**config.mk**
```make
export PLATFORM = sky130hd
export DESIGN_NAME = pwm_capture
export DESIGN_NICKNAME = d
export VERILOG_FILES = /design/src/rtl/pwm_capture.sv
export SDC_FILE = /design/constraint.sdc
export NUM_CORES = 1
export LEC_CHECK = 0
export CORE_MARGIN = 3
export CORE_UTILIZATION = 36
export CTS_BUF_LIST = sky130_fd_sc_hd__clkbuf_8
export DETAILED_ROUTE_END_ITERATION = 8
export SETUP_SLACK_MARGIN = 0.3
export SLEW_MARGIN = 0
export SYNTH_ARGS = -nofsm -noshare
export SYNTH_HDL_FRONTEND = slang
export SYNTH_SLANG_ARGS = --single-unit
```
**constraint.sdc**
```tcl
create_clock -name clk -period 3.1 [get_ports clk]
set_input_delay 0.62 -clock clk [delete_from_list [all_inputs] [get_ports clk]]
set_output_delay 0.62 -clock clk [all_outputs]
set_load 0.01 [all_outputs]
```
**src/rtl/pwm_capture.sv**
```systemverilog
// pwm_capture: measures high time and rise-to-rise period of one PWM line
// in tick_en units and offers {meas_high, meas_period} on a valid/ready port.
// A line with no rising edge for TIMEOUT ticks is flagged as stuck.
module pwm_capture #(
  parameter int CNT_W   = 12,
  parameter int TIMEOUT = 4095
) (
  input  logic             clk,
  input  logic             rst,
  input  logic             tick_en,
  input  logic             pwm_in,
  output logic [CNT_W-1:0] meas_high,
  output logic [CNT_W-1:0] meas_period,
  output logic             meas_overrun,
  output logic             meas_valid,
  input  logic             meas_ready,
  output logic             timeout,
  output logic             stuck_high
);

  localparam logic [CNT_W-1:0] TIMEOUT_C = CNT_W'(TIMEOUT);

  typedef enum logic [1:0] {IDLE, HIGH, LOW} state_t;

  state_t           state_reg, state_next;
  logic [CNT_W-1:0] hi_cnt_reg, hi_cnt_next;
  logic [CNT_W-1:0] per_cnt_reg, per_cnt_next;
  logic [CNT_W-1:0] hi_lat_reg, hi_lat_next;
  logic             timeout_next, stuck_next;
  logic             emit;

  logic sync1_reg, s_reg, s_prev_reg;
  logic rise, fall;
  logic [CNT_W-1:0] tick_inc;

  assign rise     = s_reg & ~s_prev_reg;
  assign fall     = ~s_reg & s_prev_reg;
  assign tick_inc = {{(CNT_W-1){1'b0}}, tick_en};

  // Two-flop synchronizer for the asynchronous PWM line plus one delayed copy for edge detection
  always_ff @(posedge clk or negedge rst) begin
    if (!rst) begin
      sync1_reg  <= 1'b0;
      s_reg      <= 1'b0;
      s_prev_reg <= 1'b0;
    end else begin
      sync1_reg  <= pwm_in;
      s_reg      <= sync1_reg;
      s_prev_reg <= s_reg;
    end
  end

  // FSM state and measurement counters
  always_ff @(posedge clk or negedge rst) begin
    if (!rst) begin
      state_reg   <= IDLE;
      hi_cnt_reg  <= '0;
      per_cnt_reg <= '0;
      hi_lat_reg  <= '0;
    end else begin
      state_reg   <= state_next;
      hi_cnt_reg  <= hi_cnt_next;
      per_cnt_reg <= per_cnt_next;
      hi_lat_reg  <= hi_lat_next;
    end
  end

  // Next-state logic: a rise always starts a new period (and wins over timeout);
  // the rise cycle itself is counted as the first tick of the new period
  always_comb begin
    state_next   = state_reg;
    hi_cnt_next  = hi_cnt_reg;
    per_cnt_next = per_cnt_reg;
    hi_lat_next  = hi_lat_reg;
    timeout_next = timeout;
    stuck_next   = stuck_high;
    emit         = 1'b0;
    if (rise) begin
      emit         = (state_reg == LOW);
      state_next   = HIGH;
      hi_cnt_next  = tick_inc;
      per_cnt_next = tick_inc;
      timeout_next = 1'b0;
      stuck_next   = 1'b0;
    end else if (per_cnt_reg == TIMEOUT_C) begin
      timeout_next = 1'b1;
      stuck_next   = s_reg;
      per_cnt_next = '0;
      hi_cnt_next  = '0;
      state_next   = IDLE;
    end else begin
      case (state_reg)
        HIGH: begin
          per_cnt_next = per_cnt_reg + tick_inc;
          if (fall) begin
            // fall cycle is already low time, so the high count stops here
            hi_lat_next = hi_cnt_reg;
            state_next  = LOW;
          end else begin
            hi_cnt_next = hi_cnt_reg + tick_inc;
          end
        end
        default: per_cnt_next = per_cnt_reg + tick_inc;
      endcase
    end
  end

  // Output register and valid/ready handshake; a new emit always loads fresh data
  always_ff @(posedge clk or negedge rst) begin
    if (!rst) begin
      meas_high    <= '0;
      meas_period  <= '0;
      meas_overrun <= 1'b0;
      meas_valid   <= 1'b0;
      timeout      <= 1'b0;
      stuck_high   <= 1'b0;
    end else begin
      timeout    <= timeout_next;
      stuck_high <= stuck_next;
      if (emit) begin
        meas_high    <= hi_lat_reg;
        meas_period  <= per_cnt_reg;
        meas_overrun <= meas_valid & ~meas_ready;
        meas_valid   <= 1'b1;
      end else if (meas_valid && meas_ready) begin
        meas_valid <= 1'b0;
      end
    end
  end

endmodule

```
==> impl_metrics.json, run 1 <==
{
  "synth.net_count": 264,
  "dieArea_um2": 9620,
  "ant_nets": 0,
  "grt_pass1_wl_mm": 9.52,
  "start_kind": "register",
  "antenna_found_initial": 0,
  "routedWlPerCell_um": 13.5,
  "gp_congestion": 0.805,
  "cts-root-buf": "clkbuf_8",
  "synth_warnings": 0,
  "synthCells": 252,
  "cts.path.max_buffers": 2,
  "grt_pass1_vias": 1988,
  "fin_setup_tns_ns": 0,
  "synth-xor-area-share_pct": 2.87,
  "top_layer_used": "met4",
  "io_pins": 33,
  "avgSynthCellArea_um2": 12.1,
  "worstRegToRegCells": 5,
  "ys_types": 38,
  "cp_slowest_stage_delay_ns": 0.53,
  "die_width_um": 98.1,
  "wl_met3_um": 242,
  "cts_made_buffers": 9,
  "cts.clk_slew.worst_paths_ns": 0.07,
  "synthMuxAreaShare_pct": 14.8,
  "drive_above_1_share_pct": 20.6,
  "vias": 2004,
  "grt_max_degree": 70,
  "track_usage_pct": 12.3,
  "synth-main-ff-cell": "dfrtp_1",
  "dr.pass1.iters": 4,
  "synth_adder_area_share_pct": 2.87,
  "setup_viol": 0,
  "synth-seq-cells": 69,
  "async_flop_share_pct": 100,
  "drc_errors": 0,
  "slew_viol_final": 0,
  "dp_hpwl_mm": 3.57,
  "fmax_mhz": 449,
  "fp.dieH_um": 98.1,
  "maxCapViolCount": 0,
  "ff2ff_setup_slack_ns": 0.87,
  "gr-total-overflow": 0,
  "synth_common_cells": "dfrtp_1, mux2_2, nand2_1",
  "r2r-end": "hi_lat_reg[11]",
  "worstSetupEndpointType": "register",
  "dp_slack_ns": 0.536,
  "worst-setup-path-type": "register to register",
  "synth_area_leaders": "dfrtp_1, mux2_2, mux2_4",
  "cellLeakagePower_nw": 1.73,
  "crit_path_end": "hi_lat_reg[11]",
  "rsz0062_at_grt": "no",
  "port_buffers": 32,
  "ir_drop_mv": 0.309,
  "vias_per_cell": 5.04,
  "critPathSlowestCell": "o41ai_4",
  "synth.most_common_cell": "dfrtp_1",
  "ys_seq_area_share_pct": 56.6,
  "synth-compound-area-share_pct": 8.45,
  "synth_area_um2": 3050,
  "routed_wirelength_mm": 5.37,
  "path_cells": "nand4_1 -> o41ai_4 -> nor3_2 -> buf_4 -> mux2_4",
  "ctsHtreeMaxLevel": 3,
  "rows": 32,
  "cp_max_fo": 11,
  "clock_skew_ns": 0.00923,
  "drt-met1-wl_mm": 2.71,
  "fin_crit_ns": 2.23,
  "antennaDiodeCount": 0,
  "cts.sink_count": 69,
  "crit_start": "per_cnt_reg[1]",
  "p_per_area_nw_per_um2": 659,
  "clk_latency_ns": 0.33,
  "synth_simple_gate_area_share_pct": 11.8,
  "fin_nets": 303,
  "cts_hold_buf": 0,
  "crit_cells": 5,
  "cts_tree": "done",
  "arrival_ns": 2.44,
  "cp_num_buf_inv": 1,
  "status": "complete, no violations",
  "route.met2.wl_mm": 2.37,
  "synth_top_area_cell": "dfrtp_1",
  "post_cts_buffers": 0,
  "maxSlewHeadroom_pct": 54.7,
  "worst_slack_ns": 0.873,
  "fp.coreArea_um2": 7970,
  "crit_required_ns": 3.31,
  "tightest_slew_ns": 0.677,
  "hold_viol_final": 0,
  "cts_resized": 0,
  "area_growth_pct": 22.6,
  "r2r_start": "per_cnt_reg[1]",
  "synth_top_area_share_pct": 56.6,
  "fillers": 731,
  "timing.final.crit_share_pct": 71.9,
  "initial_core_util_pct": 38.3,
  "crit_family": "simple AND/OR/NAND/NOR gates",
  "synth_edf_count": 0,
  "hold_path_class": "input port to asynchronous set/reset pin",
  "synth_top_family_by_area": "multiplexers",
  "drt_first_iter_violations": 92
}
per-stage QoR:
stage / hold WS (ns) / util (%) / cell area [um2] / power (W) / cells
2_1_floorplan: 0.324 / - / 3050 / 0.00146 / 252
3_3_place_gp: 0.337 / 44.1 / 3520 / 0.00167 / 382
3_5_place_dp: 0.336 / 44.1 / 3520 / 0.00168 / 382
4_1_cts: 0.296 / 47.0 / 3740 / 0.00251 / 398
5_1_grt: 0.302 / 47.0 / 3740 / 0.00262 / 398
6_report: 0.300 / 47.0 / 3740 / 0.00247 / 398
cell type report:
class	count	area, um2	share of cell area (%)
Clock buffer	11	151	4.05
Clock inverter	5	73.8	1.97
Inverter	8	30.0	0.802
Multi-Input combinational cell	165	1250	33.3
Sequential cell	69	1730	46.1
Tap cell	102	128	3.41
Timing Repair Buffer	38	385	10.3
worst reg2reg max path, delay by kind of cell, from the launching register on:
kind	cells	cell delay (ns)
buffers and inverters	1	0.22
and+or+nand+nor	2	0.60
muxes	1	0.31
AOI/OAI and AO/OA	1	0.53
DFF	1	0.46
worst min-delay path by stage:
stage / start / end / slack, ns / depth (start not counted)
after floorplan: rst / hi_cnt_reg[0] / 0.32 / 0
after global placement: sync1_reg / s_reg / 0.34 / 0
after detailed placement: sync1_reg / s_reg / 0.34 / 0
after CTS: rst / meas_period[3] / 0.30 / 2
after global routing: rst / per_cnt_reg[4] / 0.30 / 2
final: rst / meas_period[3] / 0.30 / 2
metal layers:
| metal | global-route usage, % | vias to the layer above |
|---|---|---|
| met4 | 4.79 | 0 |
| met1 | 17.7 | 984 |
| met2 | 17.1 | 42 |
| met5 | 0 | - |
| li1 | - | 976 |
| met3 | 4.21 | 2 |
cell families (layout without fill, tap and decap cells):
logic type	after synthesis	count (layout)
xor gates and xnor gates	10	10
and+or+nand+nor	75	75
muxes	37	37
AOI/OAI and AO/OA	36	36
buffers and inverters	18	62
adders and majority gates	7	7
DFF	69	69
layout by cell type (no fill, tap or decap), types with 2 or more instances in the layout:
| cell type | Yosys | final |
|---|---|---|
| a22o_1 | 2 | 2 |
| a21oi_1 | 4 | 4 |
| nand4_1 | 6 | 6 |
| a31oi_1 | 13 | 13 |
| nor3_1 | 6 | 6 |
| mux2_2 | 26 | 26 |
| nand3_1 | 4 | 4 |
| clkbuf_8 | 0 | 11 |
| dfrtp_1 | 69 | 69 |
| bufinv_16 | 0 | 2 |
| o21ai_0 | 7 | 7 |
| clkdlybuf4s50_1 | 0 | 31 |
| ha_1 | 7 | 7 |
| nor4_1 | 5 | 5 |
| clkinv_2 | 0 | 2 |
| nand2b_1 | 6 | 6 |
| nor2_1 | 18 | 18 |
| nand2_1 | 23 | 23 |
| inv_1 | 8 | 9 |
| xnor2_1 | 7 | 7 |
| mux2_4 | 10 | 10 |
| o22ai_1 | 2 | 2 |
| xor2_1 | 3 | 3 |
| buf_4 | 0 | 4 |
| buf_12 | 0 | 2 |
power by group:
group          leakage [nW]  switching, W  internal, W
Clock                 0.121      0.000315     0.000491
Sequential            0.917      0.000127      0.00104
Combinational         0.694      0.000212     0.000277
Total                  1.73      0.000654      0.00181
Note: power is estimated with default switching activity, not from simulation.
==> run 2, diff against run 1 <==
Clock period 3.1 ns to 2.06 ns, I/O delays scaled along.
==> impl_metrics.json, run 2 (synthesis gave the netlist of run 1 again) <==
{
  "crit_cells": 6,
  "grt_util_met2_pct": 18.0,
  "gr-total-overflow": 0,
  "cp_num_buf_inv": 2,
  "crit_required_ns": 2.30,
  "rows": 32,
  "p_sw_w": 0.00106,
  "design_area_um2": 3950,
  "worst-setup-path-type": "register to register",
  "gp_congestion": 0.860,
  "cellLeakagePower_nw": 1.83,
  "path_cells": "nand4_1 -> buf_6 -> o41ai_4 -> nor3_2 -> buf_6 -> mux2_2",
  "fin_nets": 330,
  "track_usage_pct": 12.9,
  "cts.path.max_buffers": 2,
  "tightest_slew_ns": 0.361,
  "routedWlPerCell_um": 13.6,
  "antennaDiodeCount": 0,
  "fin_crit_ns": 1.76,
  "cp_common_cell": "buf_6",
  "start_kind": "register",
  "p_int_w": 0.00253,
  "vias": 2060,
  "io_pins": 33,
  "grt_pass1_vias": 1964,
  "timing.final.crit_share_pct": 85.2,
  "rsz0062_at_grt": "yes",
  "clkPwrFrac_pct": 27.3,
  "hold_viol_final": 0,
  "power.share.sequential_pct": 48.8,
  "cp_slowest_stage_delay_ns": 0.39,
  "use_met1_pct": 18.5,
  "fp.coreArea_um2": 7970,
  "routed_wirelength_mm": 5.79,
  "maxSlewHeadroom_pct": 75.7,
  "regArea_um2": 1730,
  "drc_errors": 0,
  "maxCapViolCount": 0,
  "combinationalPowerShare_pct": 24.0,
  "die_width_um": 98.1,
  "clock_skew_ns": 0.00881,
  "ctsHtreeMaxLevel": 3,
  "fp.dieH_um": 98.1,
  "status": "complete, no violations",
  "p_per_area_nw_per_um2": 909,
  "multiInputGateArea_um2": 1300,
  "grtUsageMet3_pct": 2.57,
  "cts.clk_slew.worst_paths_ns": 0.07,
  "r2r-end": "hi_lat_reg[0]",
  "crit_family": "simple AND/OR/NAND/NOR gates",
  "worstRegToRegCells": 6,
  "initial_core_util_pct": 38.3,
  "area_growth_pct": 29.3,
  "ant_nets": 0,
  "cts-root-buf": "clkbuf_8",
  "cts_tree": "done",
  "vias_per_cell": 4.85,
  "grt_pass1_wl_mm": 9.81,
  "swShare_pct": 29.6,
  "arrival_ns": 1.99,
  "slew_viol_final": 0,
  "drt_first_iter_violations": 89,
  "grt_max_degree": 70,
  "fillers": 725,
  "drive_above_1_share_pct": 31.0,
  "cts_made_buffers": 9,
  "dieArea_um2": 9620,
  "fin_setup_tns_ns": 0,
  "final_common_cell": "dfrtp_1",
  "final_cell_mix": "dfrtp_1, clkdlybuf4s50_1, buf_4",
  "setup_viol": 0,
  "dp_hpwl_mm": 3.79,
  "placed_area_um2": 3580,
  "critPathSlowestCell": "dfrtp_1",
  "ff2ff_setup_slack_ns": 0.30,
  "ir_drop_mv": 0.591,
  "busiest_layer": "met1",
  "worstSetupEndpointType": "register",
  "r2r_start": "per_cnt_reg[2]",
  "fmax_mhz": 570,
  "dr.pass1.iters": 4,
  "clk_latency_ns": 0.35,
  "cp_max_fo": 8,
  "hold_path_class": "input port to asynchronous set/reset pin",
  "port_buffers": 32,
  "cts.sink_count": 69,
  "antenna_found_initial": 0
}
[run 2: per-stage QoR]
stage               util, %  power [W]  std cells  hold slack (ns)  setup WS [ns]
finish                 49.5    0.00359        425           0.0593          0.304
global route           49.5    0.00379        425            0.115          0.220
CTS                    48.1    0.00358        417           0.0841          0.300
detailed placement     44.9    0.00256        392            0.337        -0.0468
global placement       44.9    0.00254        392            0.336       -0.00982
floorplan                 -    0.00220        252            0.116          0.221
[run 2: per-layer routing]
layer / wire, um / part of all wire [%]
met1: 2940 / 51
met2: 2530 / 44
met3: 159 / 2.7
met4: 162 / 2.8
met5: 0 / 0
[run 2: layout make-up]
type,instances,share of cell area [%]
clock inverters,6,0.983
multi-input cells,165,32.8
repair buffers,65,14.9
well taps,102,3.23
flip-flops and latches,69,43.8
clock buffers,10,3.49
inverters,8,0.824
[run 2: worst max path at each step]
stage | start | to | slack (ns)
after CTS | s_reg | hi_lat_reg[0] | 0.30
after floorplan | per_cnt_reg[8] | hi_lat_reg[10] | 0.22
after detailed placement | tick_en | hi_cnt_reg[11] | -0.05
after global placement | tick_en | hi_cnt_reg[2] | -0.01
final | per_cnt_reg[2] | hi_lat_reg[0] | 0.30
after global routing | per_cnt_reg[2] | hi_lat_reg[11] | 0.22
[run 2: power by group through the flow]
stage          sequential [W]  combinational [W]  clock [W]
6_report              0.00175           0.000860   0.000979
5_1_grt               0.00179           0.000937    0.00107
4_1_cts               0.00175           0.000824    0.00101
3_5_place_dp          0.00180           0.000760          0
3_3_place_gp          0.00179           0.000750          0
2_1_floorplan         0.00179           0.000412          0
[run 2: what timing repair did]
item	CTS	global route
setup buffers	9	8
resized for setup	2	16
hold buffers	0	0
endpoints found under the setup margin	24	27
pin swaps	3	2
gates cloned	0	0
